==> config.mk <==
export PLATFORM = sky130hd
export DESIGN_NAME = mul8_seq_ctrl
export DESIGN_NICKNAME = d
export VERILOG_FILES = /design/src/rtl/mul8_seq_ctrl.sv
export SDC_FILE = /design/constraint.sdc
export NUM_CORES = 1
export LEC_CHECK = 0
export ABC_AREA = 0
export CORE_ASPECT_RATIO = 0.75
export CORE_MARGIN = 2
export CORE_UTILIZATION = 63
export CTS_CLUSTER_DIAMETER = 150
export DETAILED_ROUTE_END_ITERATION = 7
export DONT_BUFFER_PORTS = 1
export PLACE_DENSITY = 0.79
export SLEW_MARGIN = 5
export SYNTH_ARGS = -nofsm -noshare
export SYNTH_HDL_FRONTEND = slang
export SYNTH_SLANG_ARGS = --single-unit
==> constraint.sdc <==
create_clock -name clk -period 3.6 [get_ports clk]
set_clock_uncertainty 0.05 [all_clocks]
set_input_delay 0.36 -clock clk [delete_from_list [all_inputs] [get_ports clk]]
set_output_delay 0.36 -clock clk [all_outputs]
set_load 0.02 [all_outputs]
==> src/rtl/mul8_seq_ctrl.sv <==
// 8x8 unsigned multiplier built from four passes through an external 4x4
// combinational multiplier, one nibble partial product per MUL cycle.
module mul8_seq_ctrl (
  input  logic        clk,
  input  logic        rst_n,
  input  logic        start,
  input  logic [7:0]  a,
  input  logic [7:0]  b,
  output logic        busy,
  output logic        done,
  output logic [15:0] p,
  output logic [3:0]  mul_a,
  output logic [3:0]  mul_b,
  input  logic [7:0]  mul_c
);

  typedef enum logic [1:0] {IDLE, MUL, DONE} state_t;

  state_t      state, state_nx;
  logic [1:0]  k, k_nx;
  logic [7:0]  a_q, b_q, a_nx, b_nx;
  logic [15:0] acc, acc_nx, p_nx, term;

  always_ff @(posedge clk) begin
    if (!rst_n) begin
      state <= IDLE;
      k     <= 2'd0;
      acc   <= 16'd0;
      a_q   <= 8'd0;
      b_q   <= 8'd0;
      p     <= 16'd0;
    end else begin
      state <= state_nx;
      k     <= k_nx;
      acc   <= acc_nx;
      a_q   <= a_nx;
      b_q   <= b_nx;
      p     <= p_nx;
    end
  end

  // Partial product weight: k[1] selects aH (x16), k[0] selects bH (x16).
  always_comb begin
    term = {8'h00, mul_c};
    case (k)
      2'd0:    term = {8'h00, mul_c};
      2'd1,
      2'd2:    term = {8'h00, mul_c} << 4;
      default: term = {8'h00, mul_c} << 8;
    endcase
  end

  always_comb begin
    state_nx = state;
    k_nx     = k;
    acc_nx   = acc;
    a_nx     = a_q;
    b_nx     = b_q;
    p_nx     = p;
    mul_a    = 4'd0;
    mul_b    = 4'd0;
    busy     = (state != IDLE);
    done     = (state == DONE);
    case (state)
      IDLE: begin
        if (start) begin
          a_nx     = a;
          b_nx     = b;
          acc_nx   = 16'd0;
          k_nx     = 2'd0;
          state_nx = MUL;
        end
      end
      MUL: begin
        mul_a  = k[1] ? a_q[7:4] : a_q[3:0];
        mul_b  = k[0] ? b_q[7:4] : b_q[3:0];
        acc_nx = acc + term;
        k_nx   = k + 2'd1;
        if (k == 2'd3) begin
          p_nx     = acc + term;
          state_nx = DONE;
        end
      end
      DONE:    state_nx = IDLE;
      default: state_nx = IDLE;
    endcase
  end

endmodule

# [After elaboration in Yosys (flattened, before gate mapping)]
# Index checks and enable logic that the tools add are counted.
[op_classes] n_reduce_logical=9 eq_ne=7 muxes=12 n_addsub=2
[ops] operator="$pmux 16 s2" count=2
[ops] operator="$add 16x16->16" count=1
[ops] operator="$mux 16" count=1
[ops] operator="$mux 4" count=4
[ops] operator="$pmux 2 s2" count=2
[ops] operator="$reduce_and 2->1" count=4
[ops] operator="$eq 2x2->1 const B" count=3
[ops] operator="$mux 2" count=3
[ops] operator="$eq 2x1->1 const B" count=2
[ops] operator="$logic_not 2->1" count=2
[ops] operator="$ne 2x2->1 const B" count=2
[ops] operator="$reduce_bool 2->1" count=2
[ops] operator="$add 2x1->2 const B" count=1
[ops] operator="$reduce_or 2->1" count=1
[word_totals] in_bits=27 word_cells=36 out_inout_bits=26 regBits=52

# [Longest topological paths before layout]
# Gate-level depths: netlist (run 1).
[logic_depth] ltp_word=5 ltp_mapped=14 ltp_nobuf=11

# [Worst setup path after synthesis (run 1)]
# OpenSTA, ideal clock, no wires.
[synth_timing] path_type="register to register" from="reg k[0]" to="reg acc[14]" synth_period_minus_slack_ns=3.034 arrival_time_ns=2.865 slack_ns=0.566 setup_ns=0.119 stages_incl_launch_ff=14 path_buffers=2 cell_sequence="dfxtp_1 -> clkbuf_1 -> inv_1 -> ha_1 -> clkbuf_1 -> nand2_1 -> o21ai_0 -> ha_1 -> a21o_1 -> a21o_1 -> or3_1 -> o221a_1 -> xnor2_1 -> o21ai_1"
[synth_between] elab_chain_cells=5 elab_cells_between_ends=7
[synth_rtl] item="from (decl)" line_no="20" text="logic [1:0] k, k_nx;"
[synth_rtl] item="from (signal assigned)" line_no="34" text="k <= k_nx;"
[synth_rtl] item="$eq 2x1->1 or $eq 2x2->1 (tied branches)" line_no="45" text="case (k)"
[synth_rtl] item="$reduce_or 2->1" line_no="45"
[synth_rtl] item="$pmux 16 s2 *" line_no="45"
[synth_rtl] item="$add 16x16->16 *" line_no="77" text="acc_nx = acc + term;"
[synth_rtl] item="$pmux 16 s2 *" line_no="64" text="case (state)"
[synth_rtl] item="to (signal assigned)" line_no="35" text="acc <= acc_nx;"
[synth_rtl] item="to (decl)" line_no="22" text="logic [15:0] acc, acc_nx, p_nx, term;"
# Mark *: on every way between the ends. The rest lies on a longest branch, timed or not.
# A chain may end at the register's enable or synchronous reset.

# [Worst setup path in the final report (run 1)]
# Same ends and word-level chain as after synthesis.

==> out/results.txt, run 1 <==
GR met1 Demand/Resource -> 0.4107
Setup CP Type -> reg2reg
Count of input and output buffers -> 0
Number of optimization iterations in the first detailed-route pass -> 4
Wire length reported by the detailed router -> 7027 um
Effective utilization at floorplan -> 0.6614
H-tree depth -> 2
Number of inserted diodes -> 0
Commonest cells after routing, fill and taps aside -> sky130_fd_sc_hd__nand2_1, sky130_fd_sc_hd__dfxtp_1, sky130_fd_sc_hd__a21oi_1
Multiplexer share of the synthesized area -> 0.03368
Largest net degree at the start of global routing -> 31
GRT Resource Usage Total -> 0.2805
Highest clock rate -> 308.6 MHz
Final Hold Slack -> 113.0 ps
Sequential fraction of the synthesis area -> 0.3503
CTS tree -> yes
Sequential share of power -> 0.533
Cell types with the largest area share after synthesis -> sky130_fd_sc_hd__dfxtp_1, sky130_fd_sc_hd__nand2_1, sky130_fd_sc_hd__ha_1
Seq cells post-synth -> 52
Kind of launch point of the worst setup path -> flop
Count of unresolved DRC violations after routing -> 0
P per Cell Area -> 376.1 mW/mm^2
Antenna violations before repair -> 0
Average detailed-routed wire length per instance -> 16.30 um
Area added between synthesis and finish -> 3.116%
Count of antenna-violating nets left after detailed routing -> 0
Yosys cell types -> 51
Adder and majority cell fraction of the synthesized area -> 0.08253
Via/cell ratio -> 6.155
Setup repair after global routing missed its margin -> false
Switching power summed over all nets -> 348.0 uW
Delay contributed by the slowest stage of the critical path -> 560 ps
Met3 track utilization from global routing -> 0.06815
Number of max-cap violations -> 0
Die area -> 0.005288 sq mm
Hold Buf Count CTS -> 0
Wire length of the first global-routing pass -> 11910 um
Post-synthesis share of cell area spent on and, or, nand and nor gates -> 0.2514
Result of the run -> completed
Clock tree buffer depth -> 2
Grt met2 use -> 0.4123
Most used DFF post-synth -> sky130_fd_sc_hd__dfxtp_1
Average instance area after synthesis -> 7.739 sq um
Overflow after GRT -> 0
Period utilisation layout -> 0.9002
Die height -> 63.48 um
Post-layout net count -> 420
Global placement routability congestion -> 0.9149
Compound-Gate Fraction of Synth Area -> 0.2088
Total CTS buffers -> 5
Total core area -> 0.004493 sq mm
Comb power frac -> 0.184
Post-Route Setup TNS -> 0 ps
Post-synthesis cell type with the largest combined area -> sky130_fd_sc_hd__dfxtp_1
Capturing element type of the critical path -> flop
Clock transition time at the flip-flop clock pins of the worst setup and hold paths -> 100 ps
Pins Over Slew Limit -> 0
Number of setup violations in the final report -> 0
Class of the tightest hold or removal check -> in2reg
Final hold viol count -> 0
Layout cell share with drive strength beyond 1 -> 0.04813
Global-route layer with the greatest usage -> met2
Share of the synthesized area in the top cell type -> 0.3503
Int Pwr -> 804.3 uW
Worst vdd rail ir drop -> 0.2396 mV
Async set-or-reset flop fraction in the synthesized netlist -> 0
Critical-path top delay cell -> sky130_fd_sc_hd__dfxtp_1
EDFF count, synth -> 0
Vias in the first global route -> 2447
Total via count after detailed routing -> 2653
Worst path cell trace -> inv_1, ha_1, a22oi_1, nor2_1, ha_1, a21oi_1, o21ai_0, or3_1, o221a_1, xnor2_1, o21ai_1
Most common cell after layout, fill and taps aside -> sky130_fd_sc_hd__nand2_1
Synth Warn # -> 0
Clock group share of total power -> 0.284
Detailed placement HPWL -> 5121 um
Cell leakage power -> 1.268 nW
Combinational family with the most area after synthesis -> simple AND/OR/NAND/NOR gates
Highest fanout seen on the critical path -> 9
Skew-Pair Late Insertion Delay -> 320 ps
Number of sinks handled by clock tree synthesis -> 52
Count of cells resized by post-cts repair -> 0
Fillers -> 403
Drt initial violations -> 188
Worst R2R Start -> k[0]
Post-Synth XOR/XNOR Area -> 0.03537
Top-Level Pins -> 53
Most numerous cell on the critical path -> sky130_fd_sc_hd__ha_1
Relative slew slack -> 0.4660
Worst slew pin tran -> 799.0 ps
Period minus WS final -> 3241 ps
Width of the die -> 83.31 um
Post-Synthesis Cells -> 384
Row Count -> 21
Source of the critical timing path -> k[0]
Multi-input logic area -> 0.001818 sq mm
Root Buffer -> sky130_fd_sc_hd__clkbuf_8
Combined flip-flop and latch cell area -> 0.001041 sq mm
Arrival time at the worst endpoint -> 3380 ps
Number of buffers inserted to repair setup after CTS -> 0
Worst endpoint required time -> 3740 ps
Startpoint of the lowest-slack hold path -> b[7]
Post-Synthesis Net Count -> 430
Sw Share -> 0.3020
Netlist area before placement -> 0.002972 sq mm
==> sequential cells by signal (all words and copies together) (netlist names) <==
name	count
a_q	8
acc	16
b_q	8
k	2
p	16
state	2
==> routing by layer <==
metal,up-vias,part of all wire
met3,7,0.082
met5,-,0
li1,1309,-
met2,91,0.42
met1,1246,0.49
met4,0,0.0088
==> worst max-delay path: cells and delay by family (launching register included) <==
family	cells	cell delay [ps]
fa+ha+maj	2	830
xor+xnor	1	140
compound gates	5	1020
simple gates	2	400
buf+inv	1	120
flops	1	560
==> cells in the mapped netlist (2+ instances only) <==
cell type	count
sky130_fd_sc_hd__or3_1	4
sky130_fd_sc_hd__xor2_1	7
sky130_fd_sc_hd__a21o_1	8
sky130_fd_sc_hd__clkbuf_1	15
sky130_fd_sc_hd__nand3_1	17
sky130_fd_sc_hd__a22oi_1	4
sky130_fd_sc_hd__and3_1	2
sky130_fd_sc_hd__inv_1	6
sky130_fd_sc_hd__a21oi_1	37
sky130_fd_sc_hd__buf_1	2
sky130_fd_sc_hd__o21ai_0	22
sky130_fd_sc_hd__nand2_1	79
sky130_fd_sc_hd__ha_1	18
sky130_fd_sc_hd__dfxtp_1	52
sky130_fd_sc_hd__a31oi_1	5
sky130_fd_sc_hd__nand3b_1	4
sky130_fd_sc_hd__o21ai_1	3
sky130_fd_sc_hd__a21boi_0	6
sky130_fd_sc_hd__nor3_1	2
sky130_fd_sc_hd__buf_2	3
sky130_fd_sc_hd__nand2b_1	2
sky130_fd_sc_hd__nor2b_1	3
sky130_fd_sc_hd__nor2_1	28
sky130_fd_sc_hd__a22o_1	2
sky130_fd_sc_hd__nand4_1	3
sky130_fd_sc_hd__and2_1	12
sky130_fd_sc_hd__mux2i_1	10
sky130_fd_sc_hd__xnor2_1	5
==> worst paths after layout <==
| kind | to | slack (ps) | cells after the start |
|---|---|---|---|
| setup / recovery | acc[14] | 360 | 11 |
| hold / removal | b_q[7] | 110 | 2 |
| setup reg to reg | acc[14] | 360 | 11 |
| hold reg to reg | a_q[3] | 410 | 2 |
==> logic make-up after synthesis <==
family | count (synthesis)
buffers and inverters | 27
AO/OA/AOI/OAI | 101
flip-flops | 52
multiplexers | 10
XOR/XNOR | 12
adder cells (fa/ha/maj) | 19
AND/OR/NAND/NOR | 163
==> metrics by stage <==
step	setup slack [ps]	instance area [sq um]	total power [mW]	utilization	cells
4_1_cts	379.9	3064	1.151	0.6820	431
6_report	359.3	3064	1.152	0.6820	431
3_3_place_gp	455.8	2983	0.8307	0.6639	424
3_5_place_dp	417.2	2983	0.8338	0.6639	424
5_1_grt	156.8	3064	1.203	0.6820	431
2_1_floorplan	566.1	2972	0.7966	-	384
==> cell type report <==
cell class              instances  area share
repair buffers                  4    0.009800
clock inverters                 2    0.004083
inverters                       6    0.007350
multi-input cells             305      0.5933
clock buffers                   5     0.02246
well taps                      57     0.02327
flip-flops and latches         52      0.3397
==> power by group through the flow <==
stage / clock network, mW / logic (mW) / registers (mW)
global route: 0.348 / 0.238 / 0.617
finish: 0.327 / 0.212 / 0.614
global placement: 0 / 0.205 / 0.626
detailed placement: 0 / 0.207 / 0.627
floorplan: 0 / 0.176 / 0.620
CTS: 0.329 / 0.209 / 0.613
No activity file was read; power rests on OpenSTA's default activity.
==> run 2: changes to the inputs <==
--- a/config.mk
+++ b/config.mk
@@ -6,13 +6,15 @@
 export NUM_CORES = 1
 export LEC_CHECK = 0
 export ABC_AREA = 0
+export CELL_PAD_IN_SITES_DETAIL_PLACEMENT = 1
+export CELL_PAD_IN_SITES_GLOBAL_PLACEMENT = 1
 export CORE_ASPECT_RATIO = 0.75
 export CORE_MARGIN = 2
-export CORE_UTILIZATION = 63
+export CORE_UTILIZATION = 46
 export CTS_CLUSTER_DIAMETER = 150
 export DETAILED_ROUTE_END_ITERATION = 7
 export DONT_BUFFER_PORTS = 1
-export PLACE_DENSITY = 0.79
+export PLACE_DENSITY_LB_ADDON = 0.1
 export SLEW_MARGIN = 5
 export SYNTH_ARGS = -nofsm -noshare
 export SYNTH_HDL_FRONTEND = slang
==> run 2 against run 1 <==
Compared with the run above: maximum frequency increased by 6.6%; first-iteration DRC count decreased by 28%; total power increased by 2.0%; core utilization decreased by 19 points; critical path depth unchanged; setup slack improved by 200 ps; die area increased by 35%; count of clock-buffer cells in the layout increased by 1; sequential power about the same; cell count increased by 6.3%.
==> out/results.txt, run 2 (synthesis gave the netlist of run 1 again) <==
GRT Resource Usage Total -> 0.2283
Total CTS buffers -> 5
End-of-flow core utilization -> 0.4957
Highest clock rate -> 328.9 MHz
Area added between synthesis and finish -> 4.884%
Gate family responsible for the most delay along the worst path -> compound AO/OA/AOI/OAI gates
Worst path cell trace -> inv_1, ha_1, nand2_1, o21ai_0, ha_1, a21o_1, a21o_1, or3_1, o221a_1, xnor2_1, o21ai_1
Fin cells -> 458
Fillers -> 787
Number of inserted diodes -> 0
Number of buffers inserted to repair setup after CTS -> 0
Relative slew slack -> 0.4101
Most common cell after layout, fill and taps aside -> sky130_fd_sc_hd__nand2_1
Clock transition time at the flip-flop clock pins of the worst setup and hold paths -> 100 ps
Row Count -> 25
P per Cell Area -> 377.3 mW/mm^2
Global placement routability congestion -> 0.8409
Post-layout net count -> 422
Worst vdd rail ir drop -> 0.2195 mV
Count of antenna-violating nets left after detailed routing -> 0
Commonest cells after routing, fill and taps aside -> sky130_fd_sc_hd__nand2_1, sky130_fd_sc_hd__dfxtp_1, sky130_fd_sc_hd__a21oi_1
Placed cell count -> 450
Effective utilization at floorplan -> 0.4726
Die height -> 73.61 um
Period minus WS final -> 3041 ps
Antenna violations before repair -> 0
CTS tree -> yes
Pins Over Slew Limit -> 0
Die area -> 0.007126 sq mm
Post-Route Setup TNS -> 0 ps
Number of max-cap violations -> 0
Layout cell share with drive strength beyond 1 -> 0.05305
Final hold viol count -> 0
Total via count after detailed routing -> 2604
Count of input and output buffers -> 0
Via/cell ratio -> 5.686
Period utilisation layout -> 0.8447
Capturing element type of the critical path -> flop
Critical-path top delay cell -> sky130_fd_sc_hd__ha_1
Setup CP Type -> reg2reg
Critical path buffer and inverter count -> 1
Drt initial violations -> 136
Result of the run -> completed
Number of sinks handled by clock tree synthesis -> 52
Class of the tightest hold or removal check -> in2reg
Combined flip-flop and latch cell area -> 0.001041 sq mm
Skew-Pair Late Insertion Delay -> 310 ps
H-tree depth -> 2
Power Total -> 1.176 mW
Arrival time at the worst endpoint -> 3190 ps
Average detailed-routed wire length per instance -> 17.35 um
Number of setup violations in the final report -> 0
Number of optimization iterations in the first detailed-route pass -> 4
Detailed placement HPWL -> 6022 um
Cell leakage power -> 1.280 nW
Setup repair after global routing missed its margin -> false
Count of unresolved DRC violations after routing -> 0
Count of cells resized by post-cts repair -> 0
Overflow after GRT -> 0
Worst setup slack after layout -> 559.2 ps
Delay contributed by the slowest stage of the critical path -> 440 ps
Kind of launch point of the worst setup path -> flop
Multi-input logic area -> 0.001818 sq mm
Width of the die -> 96.81 um
Wire length reported by the detailed router -> 7948 um
Clock tree buffer depth -> 2
Highest fanout seen on the critical path -> 9
Total core area -> 0.006287 sq mm
Largest net degree at the start of global routing -> 26
Setup slack at placement -> 570.6 ps
Worst slew pin tran -> 882.7 ps
Leading registers by flop count -> acc: 16 flops, p: 16 flops
Root Buffer -> sky130_fd_sc_hd__clkbuf_8
Hold Buf Count CTS -> 0
Vias in the first global route -> 2535
Top-Level Pins -> 53
Wire length of the first global-routing pass -> 12940 um
Worst endpoint required time -> 3750 ps
[run 2: cell count changes in the layout (fill, tap and decap cells not counted)]
cell,delta
sky130_fd_sc_hd__buf_4,+2
sky130_fd_sc_hd__clkinv_4,+1
sky130_fd_sc_hd__clkinv_2,-1
sky130_fd_sc_hd__clkbuf_1,+1
[run 2: area by class of cell]
| type | count | share of cell area |
|---|---|---|
| Clock buffer | 6 | 0.02328 |
| Clock inverter | 2 | 0.005219 |
| Inverter | 6 | 0.007226 |
| Multi-Input combinational cell | 305 | 0.5833 |
| Sequential cell | 52 | 0.3340 |
| Tap cell | 81 | 0.03252 |
| Timing Repair Buffer | 6 | 0.01445 |
[run 2: report_power, final]
group	total (mW)	switching, mW	internal, mW	leakage (nW)
Clock	0.343	0.204	0.139	0.0414
Combinational	0.222	0.146	0.0764	0.816
Sequential	0.611	0.0136	0.597	0.423
Total	1.18	0.363	0.813	1.28
[run 2: metal layers]
layer / GRT usage / part of all wire / vias to the layer above / wire length [um]
li1: - / - / 1314 / -
met1: 0.3345 / 0.50 / 1232 / 3997
met2: 0.3434 / 0.43 / 51 / 3387
met3: 0.05423 / 0.063 / 7 / 498
met4: 0.04851 / 0.0081 / 0 / 64
met5: 0 / 0 / - / 0
[run 2: metrics by stage]
step / area (sq um) / hold WS [ps]
finish: 3117 / 119.1
global route: 3117 / 109.1
CTS: 3117 / 111.1
detailed placement: 3028 / 398.3
global placement: 3028 / 393.4
floorplan: 2972 / 381.5
[run 2: worst paths after layout]
path         cells past startpoint  slack [ps]  endpoint  startpoint
max                             11         560   acc[14]        k[0]
min                              2         120    a_q[1]        a[1]
max reg2reg                     11         560   acc[14]        k[0]
min reg2reg                      2         410    a_q[6]      a_q[6]
